==> src/rtl/drf_port_host.sv <==
// Host-side bridge for the DRF 4-bit port: TX bytes go out as 2-bit chunks on a req/ack toggle, and RX chunks are reassembled into bytes.
// TX accepts one byte per handshake; tx_ready is low while a byte is in flight. RX bytes wait in a show-ahead FIFO and are dropped (sticky overflow) when it is full.
module drf_port_host #(
   parameter int FIFO_DEPTH = 4
) (
   input  logic       clk,
   input  logic       reset,
   input  logic [7:0] tx_data,
   input  logic       tx_valid,
   output logic       tx_ready,
   output logic [7:0] rx_data,
   output logic       rx_valid,
   input  logic       rx_ready,
   output logic       rx_overflow,
   output logic [3:0] port_to_cpu,
   input  logic [3:0] port_from_cpu
);

   localparam int AW = (FIFO_DEPTH > 2) ? $clog2(FIFO_DEPTH) : 1;

   typedef enum logic {ST_IDLE, ST_WAIT_ACK} tx_state_e;

   tx_state_e   state_q, state_d;
   logic        req_q, req_d;
   logic [1:0]  idx_q, idx_d;
   logic [7:0]  byte_q, byte_d;
   logic [3:0]  port_q, port_d;
   logic [3:0]  smp_q, smp_d;
   logic        prev_q, prev_d;
   logic [5:0]  sh_q, sh_d;
   logic [1:0]  cnt_q, cnt_d;
   logic        ovf_q, ovf_d;
   logic [AW:0] wr_ptr_q, wr_ptr_d;
   logic [AW:0] rd_ptr_q, rd_ptr_d;
   logic [7:0]  mem_q [FIFO_DEPTH];
   logic [7:0]  mem_d [FIFO_DEPTH];

   logic       tx_accept, tx_ack;
   logic [7:0] tx_shifted;
   logic       rx_event, rx_push, rx_pop, fifo_full, fifo_empty, push_ok;
   logic [7:0] rx_byte;

   assign tx_accept = (state_q == ST_IDLE) && tx_valid;
   assign tx_ack    = (state_q == ST_WAIT_ACK) && (smp_q[3] == req_q);

   // TX next-state
   always_comb begin
      state_d = state_q;
      case (state_q)
         ST_IDLE:     if (tx_valid) state_d = ST_WAIT_ACK;
         ST_WAIT_ACK: if (tx_ack && idx_q == 2'd3) state_d = ST_IDLE;
         default:     state_d = ST_IDLE;
      endcase
   end

   // TX outputs and datapath
   always_comb begin
      req_d      = req_q;
      idx_d      = idx_q;
      byte_d     = byte_q;
      port_d     = port_q;
      tx_shifted = 8'd0;
      tx_ready   = (state_q == ST_IDLE);
      if (tx_accept) begin
         byte_d = tx_data;
         idx_d  = 2'd0;
         req_d  = ~req_q;
         port_d = {~req_q, 1'b1, tx_data[7:6]};
      end else if (tx_ack && idx_q != 2'd3) begin
         idx_d      = idx_q + 2'd1;
         req_d      = ~req_q;
         tx_shifted = byte_q << {idx_d, 1'b0};
         port_d     = {~req_q, 1'b0, tx_shifted[7:6]};
      end
   end

   assign fifo_empty = (wr_ptr_q == rd_ptr_q);
   assign fifo_full  = (wr_ptr_q[AW] != rd_ptr_q[AW]) &&
                       (wr_ptr_q[AW-1:0] == rd_ptr_q[AW-1:0]);
   assign rx_event   = (smp_q[2] != prev_q);
   assign rx_push    = rx_event && (cnt_q == 2'd3);
   assign rx_byte    = {sh_q, smp_q[1:0]};
   assign rx_pop     = rx_ready && !fifo_empty;
   // A pop in the same cycle frees the slot, so a push on full is still taken.
   assign push_ok    = rx_push && (!fifo_full || rx_pop);

   always_comb begin
      smp_d    = port_from_cpu;
      prev_d   = prev_q;
      sh_d     = sh_q;
      cnt_d    = cnt_q;
      ovf_d    = ovf_q | (rx_push && !push_ok);
      mem_d    = mem_q;
      wr_ptr_d = wr_ptr_q + {{AW{1'b0}}, push_ok};
      rd_ptr_d = rd_ptr_q + {{AW{1'b0}}, rx_pop};
      if (rx_event) begin
         prev_d = smp_q[2];
         sh_d   = {sh_q[3:0], smp_q[1:0]};
         cnt_d  = cnt_q + 2'd1;
      end
      if (push_ok) mem_d[wr_ptr_q[AW-1:0]] = rx_byte;
   end

   always_ff @(posedge clk) begin
      if (reset) begin
         state_q  <= ST_IDLE;
         req_q    <= 1'b0;
         idx_q    <= 2'd0;
         byte_q   <= 8'd0;
         port_q   <= 4'd0;
         smp_q    <= 4'd0;
         prev_q   <= 1'b0;
         sh_q     <= 6'd0;
         cnt_q    <= 2'd0;
         ovf_q    <= 1'b0;
         wr_ptr_q <= '0;
         rd_ptr_q <= '0;
      end else begin
         state_q  <= state_d;
         req_q    <= req_d;
         idx_q    <= idx_d;
         byte_q   <= byte_d;
         port_q   <= port_d;
         smp_q    <= smp_d;
         prev_q   <= prev_d;
         sh_q     <= sh_d;
         cnt_q    <= cnt_d;
         ovf_q    <= ovf_d;
         wr_ptr_q <= wr_ptr_d;
         rd_ptr_q <= rd_ptr_d;
      end
   end

   // Storage needs no reset; rx_data is forced to zero whenever the FIFO is empty.
   always_ff @(posedge clk) begin
      mem_q <= mem_d;
   end

   assign port_to_cpu = port_q;
   assign rx_valid    = !fifo_empty;
   assign rx_data     = fifo_empty ? 8'd0 : mem_q[rd_ptr_q[AW-1:0]];
   assign rx_overflow = ovf_q;

endmodule

==> config.mk <==
export PLATFORM = sky130hd
export DESIGN_NAME = drf_port_host
export DESIGN_NICKNAME = d
export VERILOG_FILES = /design/src/rtl/drf_port_host.sv
export SDC_FILE = /design/constraint.sdc
export NUM_CORES = 1
export LEC_CHECK = 0
export CAP_MARGIN = 30
export CORE_MARGIN = 1
export CORE_UTILIZATION = 50
export DETAILED_ROUTE_END_ITERATION = 7
export PLACE_DENSITY = 0.72
export RECOVER_POWER = 25
export SYNTH_ARGS = -nofsm -noshare
export SYNTH_HDL_FRONTEND = slang
export SYNTH_SLANG_ARGS = --single-unit
==> constraint.sdc <==
create_clock -name clk -period 2.75 [get_ports clk]
set_clock_uncertainty 0.1 [all_clocks]
set_input_delay 0.55 -clock clk [delete_from_list [all_inputs] [get_ports clk]]
set_output_delay 0.55 -clock clk [all_outputs]
set_load 0.03 [all_outputs]
* Word-level counts from Yosys, hierarchy flattened
Cells that the tools add are included.
W data, S select, Z words.
** Word-level totals
- Input bits :: 16
- Output and inout bits :: 15
- Register bits after elaboration :: 68
- Word-level logic and storage cells :: 67
** Cells by class
- Add/sub/neg operators :: 4
- Equality and inequality tests :: 8
- Reduce and logical (&&, ||, !) cells :: 16
- Bitwise operators :: 5
- Magnitude comparators :: 3
- Shift-type cells :: 1
- Muxes and demuxes :: 14
** Operators with widths (number)
- $bwmux W32 :: 1
- $mux W8 :: 4
- $bmux W8 S2 :: 1
- $demux W8 S2 :: 1
- $logic_and A1 B1 Y1 :: 10
- $mux W4 :: 2
- $shl A8 B3 Y8 :: 1
- $add A3 B1 Y3 :: 2
- $ge A3 B3 Y1 const B :: 2
- $not A2 Y3 :: 2
- $add A2 B1 Y2 const B :: 2
- $eq A2 B2 Y1 const B :: 2
- $mux W1 :: 4
- $eq A3 B3 Y1 :: 1
- $logic_not A1 Y1 :: 3
- $lt A3 B1 Y1 const B :: 1
- $eq A2 B2 Y1 :: 1
- $ne A1 B1 Y1 :: 2
- $ne A2 B2 Y1 const B :: 1
- $not A1 Y1 :: 2
- $pmux W1 S2 :: 1
- $reduce_bool A2 Y1 :: 1
- $reduce_or A2 Y1 :: 1
- $eq A1 B1 Y1 :: 1
- other kinds (2) :: 2

* Depth between registers and ports, before layout
Gate-level depths: netlist of run 1.
- Depth after elaboration :: 8
- Gate-level depth with buffers :: 8
- Depth with buffers taken out :: 7

* Worst setup path after synthesis of run 1
Ideal clock, no wire load.
- Kind :: register to register
- From :: register prev_q
- To :: register mem_q[24] in the netlist's numbering (enable)
- Required time :: 2.255 ns
- Setup slack :: 0.536 ns
- Arrival time :: 1.719 ns
- Buffers on the path :: 0
- Clock period less this slack :: 2.214 ns
- Setup time :: 0.395 ns
- Stages on the path, launching flop included :: 4
- Path through :: dfxtp_1 -> xor2_4 -> nand2_2 -> nor4_1
** Between the ends
- Cells in the longest elaborated chain, start to end :: 3
** RTL lines
- start: declaration :: line 29 : logic prev_q, prev_d;
- start signal: assignment :: line 125 : prev_q <= prev_d;
- $ne A1 B1 Y1 :: line 80 : assign rx_event = (smp_q[2] != prev_q);
- $logic_and A1 B1 Y1 :: line 81 : assign rx_push = rx_event && (cnt_q == 2'd3);
- $logic_and A1 B1 Y1 :: line 85 : assign push_ok = rx_push && (!fifo_full || rx_pop);
- end signal: assignment :: line 136 : mem_q <= mem_d;
- end: declaration :: line 35 : logic [7:0] mem_q [FIFO_DEPTH];
Every way passes these cells.
A chain may end at the register's enable or synchronous reset.

* Final worst setup path of run 1
- From :: register rd_ptr_q[0]
- To :: output port rx_data[7]
** Between the ends
- Cells in the longest elaborated chain, start to end :: 5
- Elaborated cells on any way between the ends :: 6
- Classes of those cells :: 1 x eq/ne; 4 x mux; 1 x bitwise
** RTL lines
- start: declaration :: line 34 : logic [AW:0] rd_ptr_q, rd_ptr_d;
- start signal: assignment :: line 130 : rd_ptr_q <= rd_ptr_d;
- $not A2 Y3 (implied by the code) :: line 141 : assign rx_data = fifo_empty ? 8'd0 : mem_q[rd_ptr_q[AW-1:0]];
- $bmux W8 S2 :: line 141
- $mux W8 (implied by the code) (2 in series) :: line 141
- $mux W8 * :: line 141
- end: declaration :: line 11 : output logic [7:0] rx_data,
Every way passes the cells marked *; elsewhere a longest branch is shown, timed or not. The select of a mux whose other input is x is not followed.

==> impl_metrics.yaml, run 1 <==
placement:
  dp.cells: 309
  place_ws_ns: 0.174
  dp_hpwl_um: 3020
  gp_congestion: 0.795
  numPortBuffers: 30
synthesis:
  seq_area_frac_synth_pct: 60.6
  synth_top_area_share_pct: 35.1
  ys_ff_latch: 67
  synth_enable_flop_cells: 32
  ys_async_sr_fraction_pct: 0
  yosys.area.top_type: "edfxtp_1"
  syn-cell-area_mm2: 0.00274
  synthTopCellsByCount: "dfxtp_1, edfxtp_1, nand2_1"
  synth_most_common_cell: "dfxtp_1"
  ys_types: 37
  ys_warn_count: 0
  syn_avg_cell_area_um2: 13.3
  synth.area.top_cells: "edfxtp_1, dfxtp_1, mux4_1, nor2b_1, nand2_1"
  synth_flop_cell: "dfxtp_1"
  syn-num-nets: 228
  syn_inst: 206
global_route:
  track_usage_pct: 17.2
  grt_pass1_vias: 1568
  gr-total-overflow: 0
  grt_max_degree: 15
  antenna_found_initial: 0
  grt_pass1_wl_um: 7440
timing:
  period_needed_ns: 2.60
  max_slew_margin_pct: 59.7
  hold_viol: 0
  rsz0062_at_grt: "false"
  slew_viol_final: 0
  fin_crit_sh_pct: 94.5
  timing.final.ws_setup_ns: 0.150
  max_freq_mhz: 385
  worst_pin_slew_ns: 0.603
  setup_violations: 0
  setup_tns_ns: 0
drt:
  wl_per_cell_um: 13.5
  first_pass_iters: 4
  drtIter0Drc: 76
  ant_nets: 0
  drc: 0
  num_vias: 1637
  wl_um: 4430
  viasPerCell: 5.01
clock_network:
  cts_hold_buffers: 0
  cts.htree.levels: 3
  cts.clk_slew.worst_paths_ns: 0.07
  cts_buffers: 9
  clock_path_buffers: 2
  clock_sinks: 67
  cts_root_buf: "clkbuf_8"
  cts_tree: "done"
  clock_latency_ns: 0.34
power_and_ir_drop:
  clock_power_share_pct: 46.8
  finalPower_w: 0.00231
  p_int_w: 0.00183
  p_leak_nw: 1.29
  power.share.sequential_pct: 46.9
  netSwitchingPower_w: 0.000479
  power_density_mw_per_mm2: 672
  switching_share_pct: 20.7
  combPwrFrac_pct: 6.3
  peakVddDrop_mv: 0.451
die:
  top_level_ports: 31
  dieHeight_um: 76.0
  start_util_pct: 52.6
  dieArea_mm2: 0.00578
  core_mm2: 0.00520
  rows: 26
  die_w_um: 76.0
setup_path:
  cp.arrival_ns: 1.95
  crit_path_start_kind: "flop"
  max_stage_delay_ns: 0.54
  reg2reg_depth: 8
  crit_fanout: 7
  endpoint_kind: "primary output"
  critical_path.cell_chain: "buf_4, mux4_1, nor2b_1, dlygate4sd2_1"
  critical_path_class: "reg -> out"
  cpMaxStageDelayCell: "mux4_1"
  worst_ep_required_time_ns: 2.10
cells_and_area:
  final_layout_size_suffix_gt1_share_pct: 16.7
  fin_cells: 327
  antennaDiodeCount: 0
  area_growth_pct: 25.6
  nNetsFinal: 274
run:
  cap_viol_max_count: 0
hold_path:
  hold_path.class: "reg -> reg"
  whs_path_depth: 2
run_status:
  status: "finished, final reports clean"
==> cell type report <==
type	instances	area, um^2
fill	404	1760
sequential	67	1660
multi-input combinational	128	1020
timing repair buffer	43	388
clock inverter	7	146
clock buffer	9	124
tap	70	87.6
inverter	3	11.3
==> timing repair <==
action | CTS | global route
buffers inserted | 2 | 0
pin swaps | 1 | 0
endpoints found under the setup margin | 9 | 7
gates resized for setup | 8 | 1
==> per-stage QoR <==
stage	util [%]	hold WS [ns]	area (um^2)
after floorplan	-	0.333	2740
after global placement	60.8	0.341	3170
after detailed placement	60.8	0.346	3170
after CTS	66.1	0.356	3440
after global routing	66.1	0.375	3440
final	66.1	0.354	3440
==> power by group through the flow <==
stage	logic (W)	registers, W	clock network [W]
CTS	0.000146	0.00109	0.00110
floorplan	0.0000859	0.00111	0
global route	0.000160	0.00109	0.00115
finish	0.000145	0.00109	0.00108
global placement	0.000145	0.00111	0
detailed placement	0.000146	0.00111	0
==> placed cells by master (no fill, tap or decap), drive strengths merged, types with 2 or more instances in the layout <==
cell and count:
nor4b 2, o21ai 3, clkdlybuf4s50 22, edfxtp 32, nand2 33, clkbuf 9
o211ai 2, nand3 3, nand2b 2, ha 6, dfxtp 35, a21oi 18
inv 5, dlygate4sd2 8, xnor2 6, nor2b 20, nor2 6, a31oi 2
bufinv 4, buf 13, xor2 4, nor4 2, mux4 10
==> worst max-delay path: cells and delay by family (launching register included) <==
kind,cells,cell delay (ns)
simple gates,1,0.14
flops,1,0.38
mux,1,0.54
buf+inv,2,0.54
==> flip-flops by register name, summed over array words and instances, names as in the netlist, 3 cells and up <==
name	count
mem_q	32
byte_q	8
sh_q	6
smp_q	4
port_to_cpu	3
rd_ptr_q	3
wr_ptr_q	3
==> kinds of logic (layout without fill, tap and decap cells) <==
kind of cell | count (synthesis) | in the layout | share of synthesized area, %
and+or+nand+nor | 73 | 73 | 14.7
DFF | 67 | 67 | 60.6
AOI/OAI and AO/OA | 29 | 29 | 6.07
buffers and inverters | 11 | 62 | 2.05
xor gates and xnor gates | 10 | 10 | 4.43
muxes | 10 | 10 | 9.31
adders and majority gates | 6 | 6 | 2.74
==> metal layers <==
metal	track usage, %	part of all wire [%]	vias to the layer above
met5	0	0	-
li1	-	-	839
met2	28.4	50	34
met4	9.23	1.5	0
met3	5.39	3.6	6
met1	20.2	45	758
==> path summary, 6_finish.rpt <==
path | end | start | slack [ns]
setup / recovery | rx_data[7] | rd_ptr_q[0] | 0.15
hold reg to reg | byte_q[1] | byte_q[1] | 0.35
hold / removal | byte_q[1] | byte_q[1] | 0.35
setup reg to reg | rd_ptr_q[2] | wr_ptr_q[1] | 0.81
No activity file was read; power rests on OpenSTA's default activity.
==> inputs of run 2 (changes only) <==
--- a/config.mk
+++ b/config.mk
@@ -11,6 +11,7 @@
 export DETAILED_ROUTE_END_ITERATION = 7
 export PLACE_DENSITY = 0.72
 export RECOVER_POWER = 25
+export SLEW_MARGIN = 25
 export SYNTH_ARGS = -nofsm -noshare
 export SYNTH_HDL_FRONTEND = slang
 export SYNTH_SLANG_ARGS = --single-unit
==> results of run 2 <==
Same layout as run 1: the final DEF is identical, and so are final timing and power.
